$ cat src/rtl/fetch_request_unit.sv
// Fetch/request sequencer for the single-cycle MIPS datapath: owns the PC,
// issues instruction fetches, stalls on loads/stores until dhit, latches halt.
module fetch_request_unit #(
    parameter logic [31:0] PC_INIT = 32'h0000_0000
) (
    input  logic        CLK,
    input  logic        RST,
    input  logic        ihit,
    input  logic        dhit,
    input  logic        PcSrc,
    input  logic        JReg,
    input  logic        Halt,
    input  logic        dMemREN,
    input  logic        dMemWEN,
    input  logic [31:0] Imm32,
    input  logic [25:0] JAddr,
    input  logic [31:0] RsData,
    output logic [31:0] imemaddr,
    output logic [31:0] pc_plus4,
    output logic        iREN,
    output logic        dREN,
    output logic        dWEN,
    output logic        ir_load,
    output logic        instr_done,
    output logic        halted,
    output logic [31:0] retire_count
);

    typedef enum logic [1:0] {
        FETCH  = 2'd0,
        DATA   = 2'd1,
        HALTED = 2'd2
    } state_t;

    state_t      state_reg, state_next;
    logic [31:0] pc_reg, pc_next;
    logic [31:0] npc_reg, npc_next;
    logic        rd_flag_reg, rd_flag_next;
    logic        wr_flag_reg, wr_flag_next;
    logic [31:0] retire_reg, retire_next;
    logic [31:0] pc4;
    logic [31:0] target_pc;

    assign pc4 = pc_reg + 32'd4;

    always_comb begin
        case ({JReg, PcSrc})
            2'b00:   target_pc = pc4;
            2'b01:   target_pc = pc4 + {Imm32[29:0], 2'b00};
            2'b10:   target_pc = {RsData[31:2], 2'b00};
            default: target_pc = {pc4[31:28], JAddr, 2'b00};
        endcase
    end

    always_ff @(posedge CLK) begin
        if (RST) begin
            state_reg   <= FETCH;
            pc_reg      <= PC_INIT;
            npc_reg     <= 32'd0;
            rd_flag_reg <= 1'b0;
            wr_flag_reg <= 1'b0;
            retire_reg  <= 32'd0;
        end else begin
            state_reg   <= state_next;
            pc_reg      <= pc_next;
            npc_reg     <= npc_next;
            rd_flag_reg <= rd_flag_next;
            wr_flag_reg <= wr_flag_next;
            retire_reg  <= retire_next;
        end
    end

    always_comb begin
        state_next   = state_reg;
        pc_next      = pc_reg;
        npc_next     = npc_reg;
        rd_flag_next = rd_flag_reg;
        wr_flag_next = wr_flag_reg;
        retire_next  = retire_reg;
        ir_load      = 1'b0;
        instr_done   = 1'b0;
        case (state_reg)
            FETCH: begin
                if (ihit) begin
                    ir_load = 1'b1;
                    if (Halt) begin
                        state_next = HALTED;
                    end else if (dMemWEN || dMemREN) begin
                        // A store wins when the decoder flags both directions.
                        wr_flag_next = dMemWEN;
                        rd_flag_next = dMemREN & ~dMemWEN;
                        npc_next     = target_pc;
                        state_next   = DATA;
                    end else begin
                        pc_next     = target_pc;
                        instr_done  = 1'b1;
                        retire_next = retire_reg + 32'd1;
                    end
                end
            end
            DATA: begin
                if (dhit) begin
                    pc_next     = npc_reg;
                    instr_done  = 1'b1;
                    retire_next = retire_reg + 32'd1;
                    state_next  = FETCH;
                end
            end
            HALTED: begin
            end
            default: state_next = FETCH;
        endcase
        // Reset beats a same-cycle hit, so nothing may be written back.
        if (RST) begin
            ir_load    = 1'b0;
            instr_done = 1'b0;
        end
    end

    assign imemaddr     = pc_reg;
    assign pc_plus4     = pc4;
    assign iREN         = (state_reg == FETCH);
    assign dREN         = (state_reg == DATA) && rd_flag_reg;
    assign dWEN         = (state_reg == DATA) && wr_flag_reg;
    assign halted       = (state_reg == HALTED);
    assign retire_count = retire_reg;

endmodule

$ cat config.mk
export PLATFORM = sky130hd
export DESIGN_NAME = fetch_request_unit
export DESIGN_NICKNAME = d
export VERILOG_FILES = /design/src/rtl/fetch_request_unit.sv
export SDC_FILE = /design/constraint.sdc
export NUM_CORES = 1
export LEC_CHECK = 0
export ABC_AREA = 1
export BUFFER_PORTS_ARGS = -buffer_cell sky130_fd_sc_hd__buf_2
export CELL_PAD_IN_SITES_DETAIL_PLACEMENT = 1
export CELL_PAD_IN_SITES_GLOBAL_PLACEMENT = 1
export CORE_ASPECT_RATIO = 2
export CORE_UTILIZATION = 39
export CTS_BUF_LIST = sky130_fd_sc_hd__clkbuf_4 sky130_fd_sc_hd__clkbuf_8 sky130_fd_sc_hd__clkbuf_16
export DETAILED_ROUTE_END_ITERATION = 12
export PLACE_DENSITY_LB_ADDON = 0.1
export SLEW_MARGIN = 10
export SYNTH_ARGS = -nofsm -noshare
export SYNTH_HDL_FRONTEND = slang
export SYNTH_SLANG_ARGS = --single-unit
$ cat constraint.sdc
create_clock -name CLK -period 6.34 [get_ports CLK]
set_input_delay 1.902 -clock CLK [delete_from_list [all_inputs] [get_ports CLK]]
set_output_delay 1.902 -clock CLK [all_outputs]
set_load 0.005 [all_outputs]
# After elaboration in Yosys (flattened, before gate mapping)
# Index checks and enable logic that the tools add are counted.
[word_totals]
word_cells = 56
out_inout_bits = 102
reg_bits = 100
[op_classes]
n_bitwise = 4
n_eq_ne = 9
reduce_logical = 9
mux = 25
addsub = 3
[ops]
columns = ["operator", "count"]
rows = [
  ["32-bit two-way mux", 8],
  ["32-bit case mux with 2 select lines", 2],
  ["32-bit case mux with 3 select lines", 1],
  ["32-bit by 1-bit adder with 32-bit output, second input constant", 1],
  ["32-bit by 3-bit adder with 32-bit output, second input constant", 1],
  ["32-bit adder", 1],
  ["1-bit two-way mux", 8],
  ["2-bit two-way mux", 4],
  ["2-bit != test, second input constant", 4],
  ["4-bit AND reduction", 2],
  ["2-bit case mux with 3 select lines", 1],
  ["5-bit AND reduction", 1],
  ["2-bit by 1-bit equality test with 1-bit output, second input constant", 2],
  ["2-bit equality test, second input constant", 2],
  ["2-bit logical NOT", 2],
  ["3-bit by 2-bit != test with 1-bit output, second input constant", 1],
  ["1-bit inverter", 3],
  ["1-bit logical AND", 2],
  ["1-bit case mux with 2 select lines", 1],
  ["2-bit nonzero test", 1],
  ["1-bit bitwise AND", 1],
  ["1-bit logical OR", 1],
]

# Logic depth before layout (Yosys ltp)
# Gate-level depths: netlist of the first run.
[depth]
ltp_word = 7
ltp_mapped = 24
mapped_depth_nobuf = 24

# Worst setup path after synthesis of the first run
# No wires, ideal clock.
[synth_timing]
path_kind = "input port to output port"
startpoint = "in dMemWEN"
endpoint = "out instr_done"
t_arrival_ns = 2.802
n_path_buf = 1
stages = 5
setup_slack_ns = 1.636
required_time_ns = 4.438
path_cell_list = "or2_2 -> o21ai_2 -> nand2_4 -> buf_1 -> nor2_1"
[synth_via]
elab_chain_cells = 6
[synth_lines]
columns = ["item", "line_no", "source"]
rows = [
  ["from (decl)", "14", "input logic dMemWEN,"],
  ["1-bit logical OR", "88", "end else if (dMemWEN || dMemREN) begin"],
  ["1-bit two-way mux", "88", ""],
  ["1-bit two-way mux", "86", "if (Halt) begin"],
  ["1-bit two-way mux", "84", "if (ihit) begin"],
  ["1-bit case mux with 2 select lines", "82", "case (state_reg)"],
  ["1-bit two-way mux", "114", "if (RST) begin"],
  ["to (decl)", "24", "output logic instr_done,"],
]
# Every way passes these cells.

# Final worst setup path of the first run
# Ends and elaborated chain as after synthesis.

==> results.md, run 1 <==
Floorplan:
- The die span in x is 103.8 um.
- Pin placement for this block handled 201 I/O pins.
- The total area inside the core boundary comes to 20370 sq um.
- The y dimension of the die is 205.6 um.
- The die footprint is 21350 sq um.
- After floorplanning, the core was divided into 74 placement rows.
- The starting density of the core is 39.70%.

STA:
- Setup repair after global routing left no endpoint under its margin.
- The highest clock rate is ~0.21 GHz.
- Between clock sinks in the finished design, the worst skew comes to 0.005640 ns.
- The setup total negative slack is 0 ns.
- After layout, the minimum clock period comes to 4.807 ns.
- Measured against its own limit, the worst slew margin works out to between 40% and 50%.
- Setup violations remaining at the end of the flow were counted as 0.
- The final worst hold slack is 0.4699 ns.
- The final setup slack of the worst path is 1.533 ns.
- The count of endpoints failing hold in the final timing report is 0.
- At the pin with the least slew margin, the transition time is 0.8039 ns.
- Of the available clock period, the critical path in the final layout requires 75.82%.
- The max-slew violation count is 0.

Place:
- The congestion estimate from routability-driven global placement came to 0.9380.
- The count of buffers inserted at the top-level ports is 196.
- In this run the cell area measured after placement is 9294 sq um.
- The wire-length estimate of the detail-placed layout is 27260 um.
- The worst setup slack after placement is 1.511 ns.
- The post-placement cell count is 1836.

Routing:
- Detailed routing inserted a total of around 9900 vias.
- The wire length per cell after detailed routing is approximately 18 um.
- For this block, the routed nets add up to 32980 um of wire.
- The first routing iteration left between 200 and 300 violations.
- In this run the remaining antenna-violating nets after routing total 0.
- The number of remaining DRC errors is 0.
- The number of vias per cell after detailed routing is around 5.3.
- The first-pass iteration count of the detailed router is 4.

Clock network:
- The number of gates resized after CTS was 0.
- The number of clock buffers inserted by TritonCTS is 9.
- The count of H-tree levels built during CTS is 3.
- Buffers inserted to repair hold after CTS numbered 0.
- The clock root buffer is sky130_fd_sc_hd__clkbuf_16.
- The number of sinks on the clock net is 100.
- For the worst-skew pair, the clock arrives at the later sink with an insertion delay of 0.34 ns.
- The buffer levels on the longest clock path is 2.
- TritonCTS built the clock tree.
- After clock tree synthesis, the clock-pin slew on the worst setup and hold paths is 0.06 ns.
- In this run the post-CTS setup repair buffer count came out at 0.

Outcome:
- The run finished with clean final reports.

GRT:
- Entering global routing, the biggest net connects 60 pins.
- The number of antenna violations at the first check in global routing is 0.
- Summed over all layers, the global routing overflow is 0.
- The number of global-route vias before repair is approximately 10000.
- The total routing usage reported by global routing is 30.63%.
- The global-route wire length before repair is 50690 um.

Yosys:
- The synthesized netlist net count is 1542.
- Sorting the synthesized cells by how often they occur yields sky130_fd_sc_hd__nand2_1 (430), sky130_fd_sc_hd__inv_1 (193), sky130_fd_sc_hd__nor2_1 (181).
- The cell count after synthesis is between 1000 and 1500.
- The cell with the most instances after synthesis is sky130_fd_sc_hd__nand2_1.
- The portion of synthesized area spent on multiplexers is 0%.
- The average footprint of a synthesized cell is about 5.7 sq um.
- In this run, synthesis inferred 0 flip-flops with an integrated enable.
- The post-synthesis adder-cell area fraction is 5.508%.
- The share of flip-flops with an asynchronous set or reset after synthesis is 0%.
- The largest family of logic cells by synthesized area is simple AND/OR/NAND/NOR gates.
- The synthesized cell area is 8087 sq um.
- Synthesis inferred 100 register bits.
- The synthesized netlist devotes under 10% of its cell area to XOR and XNOR gates.
- The number of warning messages in the yosys log is 0.
- The most common flop cell mapped by yosys is sky130_fd_sc_hd__dfxtp_1.
- The cell type with the largest total area after synthesis is sky130_fd_sc_hd__dfxtp_1.
- The register area share after synthesis is 24.76%.
- Summing the areas of all compound-gate instances in the mapped netlist gives 15.61% of the synthesized area.
- After synthesis, the cell types taking the most area are sky130_fd_sc_hd__dfxtp_1 (25%), sky130_fd_sc_hd__nand2_1 (20%), sky130_fd_sc_hd__inv_1 (9.0%).
- In this run, distinct cell masters in the synthesized netlist total 43.
- Of the post-synthesis cell area, the dominant cell type holds 24.76%.
- The simple-gate share of the synthesized area is 40.38%.

Layout:
- After routing the design area is 9595 sq um.
- The layout overhead on the synthesized area is 18.66%.
- The total inserted antenna cells is 0.
- In the final design database the tool counted 1715 nets.
- Cells fill 47.11% of the core in the end.
- The layout filler cell count is 3035.
- Cells with a size suffix above 1 make up 16.03% of the layout.
- The final standard cell count with taps included and fillers excluded is 1851.

Setup path:
- The worst setup path is captured at an output pin.
- The most critical setup path has its endpoint at instr_done.
- The startpoint kind of the worst setup timing path is an input pin.
- For the worst setup path, the data arrival time is 2.90 ns.
- In this run the critical register-to-register path is launched from imemaddr[2]$_SDFFE_PP0P_.
- The number of cells traversed by the worst register-to-register path is 21.
- Along the worst path, the maximum fanout reaches 13.
- The most critical setup path has its startpoint at dMemWEN.
- The destination of the worst register-to-register timing path is imemaddr[27]$_SDFFE_PP0P_.
- The worst setup path category is in -> out.
- The internal reg-to-reg setup slack is 2.12 ns.
- The critical path required time is roughly 4.4 ns.

Power:
- The post-layout total power is 1.730 mW.
- Across the VDD grid, the largest voltage drop is 0.0002555 V.
- The leakage power figure is roughly 5 nW.
- For this design the ratio of total power to cell area is around 180 nW/um^2.

Worst hold path:
- The worst min-delay path class is reg -> reg.
- The number of cells on the worst hold path is 2.

Flow run:
- Max-cap violations in this run came to 0.
layout make-up:
cell class / instances / area (sq um) / share of cell area, %
flip-flops and latches: 100 / 2002 / 20.86
inverters: 196 / 735.7 / 7.667
clock buffers: 10 / 239.0 / 2.491
clock inverters: 5 / 62.56 / 0.6520
repair buffers: 205 / 1049 / 10.93
well taps: 266 / 332.8 / 3.469
multi-input cells: 1069 / 5175 / 53.93
cells by family (layout without fill, tap and decap cells):
logic type / count (synthesis) / after routing
compound gates: 230 / 230
simple gates: 781 / 781
flops: 100 / 100
xor+xnor: 23 / 23
fa+ha+maj: 35 / 35
buf+inv: 239 / 416
worst min path at each step:
stage                                   startpoint                       end  slack (ns)
after floorplan           wr_flag_reg$_SDFFE_PP0P_  wr_flag_reg$_SDFFE_PP0P_        0.44
after global placement     npc_reg[2]$_SDFFE_PP0P_   npc_reg[2]$_SDFFE_PP0P_        0.45
after detailed placement   npc_reg[1]$_SDFFE_PP0P_   npc_reg[1]$_SDFFE_PP0P_        0.46
after CTS                  npc_reg[1]$_SDFFE_PP0P_   npc_reg[1]$_SDFFE_PP0P_        0.47
after global routing       npc_reg[1]$_SDFFE_PP0P_   npc_reg[1]$_SDFFE_PP0P_        0.49
final                      npc_reg[1]$_SDFFE_PP0P_   npc_reg[1]$_SDFFE_PP0P_        0.47
critical path, cell delays in order:
cell	delay, ns
sky130_fd_sc_hd__buf_2	0.10
sky130_fd_sc_hd__or2_2	0.30
sky130_fd_sc_hd__o21ai_2	0.16
sky130_fd_sc_hd__nand2_4	0.17
sky130_fd_sc_hd__nor2_1	0.14
sky130_fd_sc_hd__buf_2	0.12
cells in the final DEF, fill, tap and decap left out, types with 8 or more instances in the layout:
| master | n |
|---|---|
| sky130_fd_sc_hd__buf_4 | 9 |
| sky130_fd_sc_hd__nor2_1 | 181 |
| sky130_fd_sc_hd__o21ai_0 | 80 |
| sky130_fd_sc_hd__dfxtp_1 | 100 |
| sky130_fd_sc_hd__clkbuf_16 | 9 |
| sky130_fd_sc_hd__inv_1 | 193 |
| sky130_fd_sc_hd__nand4_1 | 31 |
| sky130_fd_sc_hd__buf_2 | 196 |
| sky130_fd_sc_hd__or2_2 | 16 |
| sky130_fd_sc_hd__a21oi_1 | 106 |
| sky130_fd_sc_hd__nor3_1 | 28 |
| sky130_fd_sc_hd__nand3_1 | 73 |
| sky130_fd_sc_hd__ha_1 | 34 |
| sky130_fd_sc_hd__o21bai_1 | 8 |
| sky130_fd_sc_hd__xor2_1 | 18 |
| sky130_fd_sc_hd__nand2_1 | 430 |
power breakdown:
group	total [mW]	switching (mW)	internal [mW]
Combinational	0.467	0.307	0.160
Sequential	0.701	0.0345	0.666
Clock	0.563	0.246	0.316
Total	1.73	0.588	1.14
metal layers:
metal,global-route usage [%],part of all wire [%]
met4,18.37,5.9
met2,63.71,56
met5,0,0
met1,28.22,36
met3,2.217,2.6
Note: power is estimated with default switching activity, not from simulation.
==> run 2, diff against run 1 <==
Settings changed: CORE_UTILIZATION 39 to 33.
Clock period 6.34 ns to 4.1 ns, I/O delays scaled along.
==> run 2 against run 1 <==
- total power grew 59%
- combinational power grew 60%
- utilization shrank 6.2 points
- highest routed layer unchanged
- first-iteration DRC count grew 51%
- die area grew 18%
- critical endpoint is now imemaddr[29]$_SDFFE_PP0P_
- count of clock-buffer cells in the layout shrank 1
==> results.md, run 2 (synthesis gave the netlist of run 1 again) <==
Outcome:
- The flow ran to the end, and the final reports show no timing, DRC or antenna violations.

Setup path:
- The launching element of the worst setup path is imemaddr[3]$_SDFFE_PP0P_.
- STA classifies the critical path endpoint as a flip-flop.
- The cell repeated most along the worst path is sky130_fd_sc_hd__nand2_1.
- In this run the worst path has a maximum fanout of 5.
- The delay contributed by the slowest stage of the critical path is approximately 0.41 ns.
- The standard cell with the maximum stage delay on the critical path is sky130_fd_sc_hd__dfxtp_1.
- The worst setup path is launched from a flip-flop.
- The startpoint of the worst register-to-register path is imemaddr[3]$_SDFFE_PP0P_.
- The internal reg-to-reg setup slack is 0.32 ns.
- The signal on the critical path passes through ha_1 -> nand2_1 -> nor2_1 -> inv_1 -> nor2_1 -> nor2_1 -> nor2_1 -> ha_1 -> nand2_1 -> inv_1 -> a21oi_1 -> inv_1 -> nand2_1 -> nand3_1 -> nand2_1 -> nand2_1 -> nand2_1 -> nand3_1 -> nand4_1 -> nand2_1 -> a21oi_1.
- The worst setup path category is reg -> reg.
- The critical path required time is 4.38 ns.
- The critical path contains buffers and inverters numbering 3 combined.
- Data on the critical path arrives at its endpoint at approximately 4.1 ns.
- The largest delay contributor family on the critical path is simple AND/OR/NAND/NOR gates.

Layout:
- In the final layout, the multi-input gates occupy 5175 sq um.
- The post-layout utilization of the core is between 40% and 50%.
- In the layout the commonest cells are sky130_fd_sc_hd__nand2_1 (430), sky130_fd_sc_hd__buf_2 (196), sky130_fd_sc_hd__inv_1 (193).
- The most common cell after layout, fill and taps aside is sky130_fd_sc_hd__nand2_1.
- For this run, the post-layout net count is between 1500 and 2000.
- The fraction of layout cells with a size suffix above 1 is between 10% and 20%.
- From synthesis to final layout, the design area changed by 20.93%.
- The total inserted antenna cells is 0.
- The sequential cells in the finished layout cover a total of 2002 sq um.
- After the flow finishes, the layout carries non-filler instances totaling between 1500 and 2000.
- Counting the fill cells in the layout gives 3396.

STA:
- After routing, the total negative slack on setup checks comes to 0 ns.
- Setup repair after global routing left no endpoint under its margin.
- The setup-violating endpoint count in the final report is 0.
- The count of endpoints failing hold in the final timing report came to 0.
- The share of the clock period used by the worst path after layout is 92.09%.
- The actual slew at the worst max-slew pin is 0.6381 ns.
- The worst slew margin relative to its limit is 57.46%.
- Based on the critical path, the design can be clocked at up to 0.2649 GHz.
- The post-route minimum period is 3.776 ns.
- The max-slew violation count is 0.
- The clock skew after layout is 0.007203 ns.

GRT:
- Global routing used 27.83% of the available tracks across all layers.
- The maximum number of pins on one net before global-route repair is 60.
- The global-route wire length before repair is around 53000 um.
- The number of antenna violations at the first check in global routing is 0.
- The number of global-route vias before repair is 10170.
- After global routing the overflow that remains totals 0.

Routing:
- The wire length per cell after detailed routing is 18.33 um.
- The number of DRC violations after detailed-routing iteration 0 is 406.
- The routed layout has 9808 vias.
- The first-pass iteration count of the detailed router is 5.
- The count of nets left with antenna violations once routing finished came out at 0.
- The number of vias per cell after detailed routing is 5.195.
- Summed over all layers, the routed wires come to 34600 um.
- After detailed routing, the number of remaining DRC violations is 0.

Worst hold path:
- The startpoint identified for the worst hold timing path is npc_reg[0]$_SDFFE_PP0P_.
- The worst hold path belongs to the class reg -> reg.

Clock network:
- The clock-pin slew on the worst setup and hold paths is 0.07 ns.
- The clock passes through at most 2 buffers.
- The number of buffers added to fix hold violations after cts is 0.
- For this design, the sink count on the clock tree is 100.
- The number of clock buffers inserted by TritonCTS is 9.
- For the worst-skew pair, the clock arrives at the later sink with an insertion delay of around 0.35 ns.
- TritonCTS built the clock tree.
- The H-tree generated during clock tree synthesis spans 3 levels.
- The tree is rooted in a sky130_fd_sc_hd__clkbuf_16.

Floorplan:
- The region available for standard cell placement spans 23920 sq um.
- Measured along the y axis, the die boundary spans 223.4 um.
- The die is around 110 um wide.
- The die footprint is 25170 sq um.
- The initial utilization of the core area, before any placement, comes to 33.80%.
- Row generation in the floorplan step produced 80 rows.
- During I/O placement, the number of pins put on the boundary was around 200.

Place:
- The detailed placement HPWL is 28970 um.
- The post-placement cell count is roughly 1900.
- The routability congestion estimate from global placement is 0.9535.
- The count of buffers added on input and output ports is around 200.

Power:
- The total power density per cell area is 281.5 nW/um^2.
- VDD sags by at most 0.0003030 V.
- For this design the static power due to leakage is 5.059 nW.

Flow run:
- The reported max-cap violation count is 0.
## run 2: cell types whose count changed in the layout (fill, tap and decap cells not counted), moves of 2 or more
cell / change
sky130_fd_sc_hd__clkinv_2: +2
sky130_fd_sc_hd__inv_6: +3
sky130_fd_sc_hd__buf_12: +2
sky130_fd_sc_hd__clkinvlp_4: -2
sky130_fd_sc_hd__clkinv_4: -2
sky130_fd_sc_hd__buf_4: +13
## run 2: timing repair
item | 4_1_cts | 5_1_grt
resized for setup | 0 | 1
setup buffers | 0 | 0
endpoints found under the setup margin | 0 | 4
## run 2: cell type report
cell class	count	area share, %
Timing Repair Buffer	220	12.13
Sequential cell	100	20.47
Inverter	196	7.523
Clock buffer	9	2.303
Clock inverter	7	0.9852
Tap cell	287	3.672
Multi-Input combinational cell	1069	52.92
## run 2: stage by stage
step / setup WS, ns / hold WS [ns] / instance area, sq um / total power [mW]
2_1_floorplan: 0.7404 / 0.4440 / 8087 / 1.544
5_1_grt: 0.02684 / 0.4792 / 9779 / 2.910
3_3_place_gp: 0.3738 / 0.4542 / 9458 / 1.828
3_5_place_dp: 0.2804 / 0.4574 / 9458 / 1.847
4_1_cts: 0.2634 / 0.4684 / 9779 / 2.790
6_report: 0.3244 / 0.4633 / 9779 / 2.753
## run 2: worst reg2reg max path, cell delays in order (launching register included)
cell and delay (ns):
sky130_fd_sc_hd__dfxtp_1 0.41, sky130_fd_sc_hd__ha_1 0.22, sky130_fd_sc_hd__nand2_1 0.08, sky130_fd_sc_hd__nor2_1 0.14, sky130_fd_sc_hd__inv_1 0.12, sky130_fd_sc_hd__nor2_1 0.39, sky130_fd_sc_hd__nor2_1 0.08, sky130_fd_sc_hd__nor2_1 0.27
sky130_fd_sc_hd__ha_1 0.35, sky130_fd_sc_hd__nand2_1 0.12, sky130_fd_sc_hd__inv_1 0.07, sky130_fd_sc_hd__a21oi_1 0.25, sky130_fd_sc_hd__inv_1 0.08, sky130_fd_sc_hd__nand2_1 0.10, sky130_fd_sc_hd__nand3_1 0.28, sky130_fd_sc_hd__nand2_1 0.19
sky130_fd_sc_hd__nand2_1 0.07, sky130_fd_sc_hd__nand2_1 0.06, sky130_fd_sc_hd__nand3_1 0.13, sky130_fd_sc_hd__nand4_1 0.12, sky130_fd_sc_hd__nand2_1 0.06, sky130_fd_sc_hd__a21oi_1 0.14
## run 2: routing by layer
| layer | up-vias | global-route usage (%) | routed length [um] |
|---|---|---|---|
| met4 | 0 | 18.19 | 2247 |
| met3 | 87 | 2.581 | 965 |
| met2 | 225 | 55.91 | 19270 |
| li1 | 4877 | - | - |
| met1 | 4619 | 25.84 | 12120 |
| met5 | - | 0 | 0 |
## run 2: final timing paths
| path | cells after the start | to |
|---|---|---|
| min reg2reg | 2 | npc_reg[0]$_SDFFE_PP0P_ |
| max | 21 | imemaddr[29]$_SDFFE_PP0P_ |
| min | 2 | npc_reg[0]$_SDFFE_PP0P_ |
| max reg2reg | 21 | imemaddr[29]$_SDFFE_PP0P_ |
## run 2: where the power goes
part / switching (mW) / total, mW / leakage (nW) / internal, mW
Combinational: 0.485 / 0.745 / 4.09 / 0.259
Clock: 0.389 / 0.929 / 0.161 / 0.539
Sequential: 0.0490 / 1.08 / 0.812 / 1.03
Total: 0.924 / 2.75 / 5.06 / 1.83
==> run 3, diff against run 2 <==
Settings changed: PLACE_DENSITY from default to 0.85, PLACE_DENSITY_LB_ADDON 0.1 to default.
==> run 3 against run 2 <==
- utilization is 0.36 points lower
- worst setup slack better by 0.016 ns
- maximum frequency is 0.43% higher
- critical path type unchanged
- wire length is 0.18% lower
==> results.md, run 3 (synthesis gave the netlist of run 1 again) <==
Outcome:
- The flow ran to the end, and the final reports show no timing, DRC or antenna violations.

STA:
- For the pin with the worst max-slew slack, the measured transition is a little under 0.7 ns.
- The max-slew violation count is 0.
- Headroom to the max-slew limit came out at 53.94%.
- The count of endpoints failing hold in the final timing report is 0.
- Setup repair after global routing left no endpoint under its margin.
- The smallest clock period supported by the final layout is computed as ~3.8 ns.
- The setup total negative slack is 0 ns.
- The setup-violating endpoint count in the final report is 0.
- The clock skew after layout is 0.008762 ns.
- The highest clock rate is 0.2660 GHz.
- The share of the clock period used by the worst path after layout is 91.69%.

Routing:
- The first-pass iteration count of the detailed router is 4.
- The wire length per cell after detailed routing is 18.35 um.
- For this block, the via count after detailed routing is 10030.
- The remaining antenna violation count after routing is 0.
- The number of remaining DRC errors is 0.
- Wires add up to roughly 35000 um.
- After the first detailed-routing iteration, the DRC count stood at 512.
- In the routed layout, each cell is associated on average with a via count of around 5.3.

Place:
- The count of buffers inserted at the top-level ports is between 150 and 200.
- Detailed placement ended at an HPWL of 28460 um.
- Routability-driven placement finished with a final weighted congestion of 0.9564.

Setup path:
- In this design, the critical path's most frequently occurring cell is sky130_fd_sc_hd__nor2_1.
- The critical path runs through a total of 18 cells.
- Of all nets on the critical path, the largest fanout is 6.
- The worst register-to-register path has a depth of 18.
- On the critical path the largest part of the delay comes from simple AND/OR/NAND/NOR gates.
- Data on the critical path arrives at its endpoint at 4.02 ns.
- The worst setup path category is reg -> reg.
- Counting both buffers and inverters, the worst setup path holds a total of 2.
- The delay contributed by the slowest stage of the critical path is 0.41 ns.
- At the worst endpoint, the required time is 4.36 ns.
- The startpoint kind of the worst setup timing path is a flip-flop.
- The category of the worst setup path capture point is a flip-flop.
- Walking the worst path, the cells encountered are ha_1 -> nand2_1 -> nor2_1 -> inv_1 -> nor2_1 -> nand4_1 -> xor2_1 -> ha_1 -> nand2_1 -> nor2_1 -> a21oi_1 -> nor2_1 -> nor2_1 -> nand3_1 -> nand3_1 -> nand4_1 -> o211ai_1 -> inv_1.
- The standard cell with the maximum stage delay on the critical path is sky130_fd_sc_hd__dfxtp_1.

Worst hold path:
- The number of cells on the worst hold path is 2.
- The worst min-delay path class is reg -> reg.

Power:
- The post-layout total power is 2.682 mW.
- The leakage power figure is 5.004 nW.
- IR analysis of the VDD net gives a maximum drop of 0.0002137 V.
- Dividing total power by cell area gives a power density of 276.7 nW/um^2.

Layout:
- The total inserted antenna cells is 0.
- Cells with a size suffix above 1 make up around 17% of the layout.
- The library cell used most frequently in the layout, excluding fill and tap cells, is sky130_fd_sc_hd__nand2_1.
- The number of nets in the layout is 1724.
- The area growth from synthesis to layout is 19.87%.
- Leaving out fill and tap cells, the most frequent cells in the layout are sky130_fd_sc_hd__nand2_1 (430), sky130_fd_sc_hd__buf_2 (196), sky130_fd_sc_hd__inv_1 (193).

Clock network:
- CTS saw 100 sinks.
- The post-CTS repair timing setup buffer count is 0.
- TritonCTS created 9 clock buffers.
- Clock-pin slew was measured on the worst setup and hold paths at 0.08 ns.
- TritonCTS built the clock tree.
- The H-tree generated during clock tree synthesis spans 3 levels.
- The post-cts repair resize count is 0.
- In this run, post-CTS hold repair placed 0 buffers.
- The clock latency on the worst-skew pair is ~0.37 ns.
- The buffer levels on the longest clock path is 2.
- The clock root buffer is sky130_fd_sc_hd__clkbuf_16.

GRT:
- The number of antenna violations at the first check in global routing was 0.
- The number of global-route vias before repair came to 10530.
- Entering global routing, the biggest net connects 60 pins.
- The global-route wire length before repair is about 54000 um.
- Summed over all layers, the global routing overflow is 0.
- The total routing usage reported by global routing is 27.81%.

Floorplan:
- The die footprint is 25170 sq um.
- The floorplan has 80 rows.
- The starting density of the core is 33.80%.
- The die is approximately 110 um wide.
- The number of top-level design ports is approximately 200.
- In this run the vertical extent of the chip is 223.4 um.
- The standard cell core area is 23920 sq um.

Flow run:
- The reported max-cap violation count is 0.
[run 3: cell types whose count changed in the layout (fill, tap and decap cells not counted)]
cell,delta
sky130_fd_sc_hd__nor2_1,-1
sky130_fd_sc_hd__bufinv_16,-2
sky130_fd_sc_hd__buf_12,-1
sky130_fd_sc_hd__o21ai_1,-1
sky130_fd_sc_hd__clkbuf_8,+1
sky130_fd_sc_hd__buf_4,-5
sky130_fd_sc_hd__inv_8,+1
sky130_fd_sc_hd__o21ai_0,+1
sky130_fd_sc_hd__clkinv_2,-2
sky130_fd_sc_hd__nor2_2,+1
sky130_fd_sc_hd__inv_6,-1
sky130_fd_sc_hd__clkbuf_4,+1
sky130_fd_sc_hd__clkinvlp_4,+2
[run 3: area by class of cell]
cell class                      instances  area [sq um]
Inverter                              196         735.7
Sequential cell                       100          2002
Timing Repair Buffer                  214          1129
Clock inverter                          5         43.79
Clock buffer                           11         246.5
Tap cell                              287         359.1
Multi-Input combinational cell       1069          5177
Fill cell                            3385         14230
[run 3: per-layer routing]
layer / GRT usage, % / vias up / wire length [um]
met1: 26.02 / 4754 / 12230
met2: 54.38 / 296 / 18760
met5: 0 / - / 0
li1: - / 4858 / -
met3: 2.200 / 126 / 979
met4: 21.51 / 0 / 2565
[run 3: final timing paths]
| check | from | endpoint | slack [ns] |
|---|---|---|---|
| max | imemaddr[3]$_SDFFE_PP0P_ | npc_reg[30]$_SDFFE_PP0P_ | 0.34 |
| min | npc_reg[1]$_SDFFE_PP0P_ | npc_reg[1]$_SDFFE_PP0P_ | 0.47 |
| max reg2reg | imemaddr[3]$_SDFFE_PP0P_ | npc_reg[30]$_SDFFE_PP0P_ | 0.34 |
| min reg2reg | npc_reg[1]$_SDFFE_PP0P_ | npc_reg[1]$_SDFFE_PP0P_ | 0.47 |
[run 3: stage by stage]
step                setup WS [ns]  util [%]  instance area [sq um]  instances  hold WS, ns
floorplan                  0.7404         -                   8087       1408       0.4440
global placement           0.4788     39.29                   9400       1866       0.4521
detailed placement         0.3708     39.29                   9400       1866       0.4641
CTS                        0.3067     40.51                   9691       1882       0.4755
global route              0.02487     40.52                   9693       1882       0.4998
finish                     0.3406     40.52                   9693       1882       0.4721
[run 3: tightest hold or removal path: stages (launching register included)]
cell and delay, ns:
sky130_fd_sc_hd__dfxtp_1 0.31, sky130_fd_sc_hd__nand2_1 0.06, sky130_fd_sc_hd__a21oi_1 0.05
[run 3: report_power, final]
| part | internal, mW | switching [mW] |
|---|---|---|
| registers | 1.03 | 0.0520 |
| logic | 0.254 | 0.485 |
| clock network | 0.444 | 0.417 |
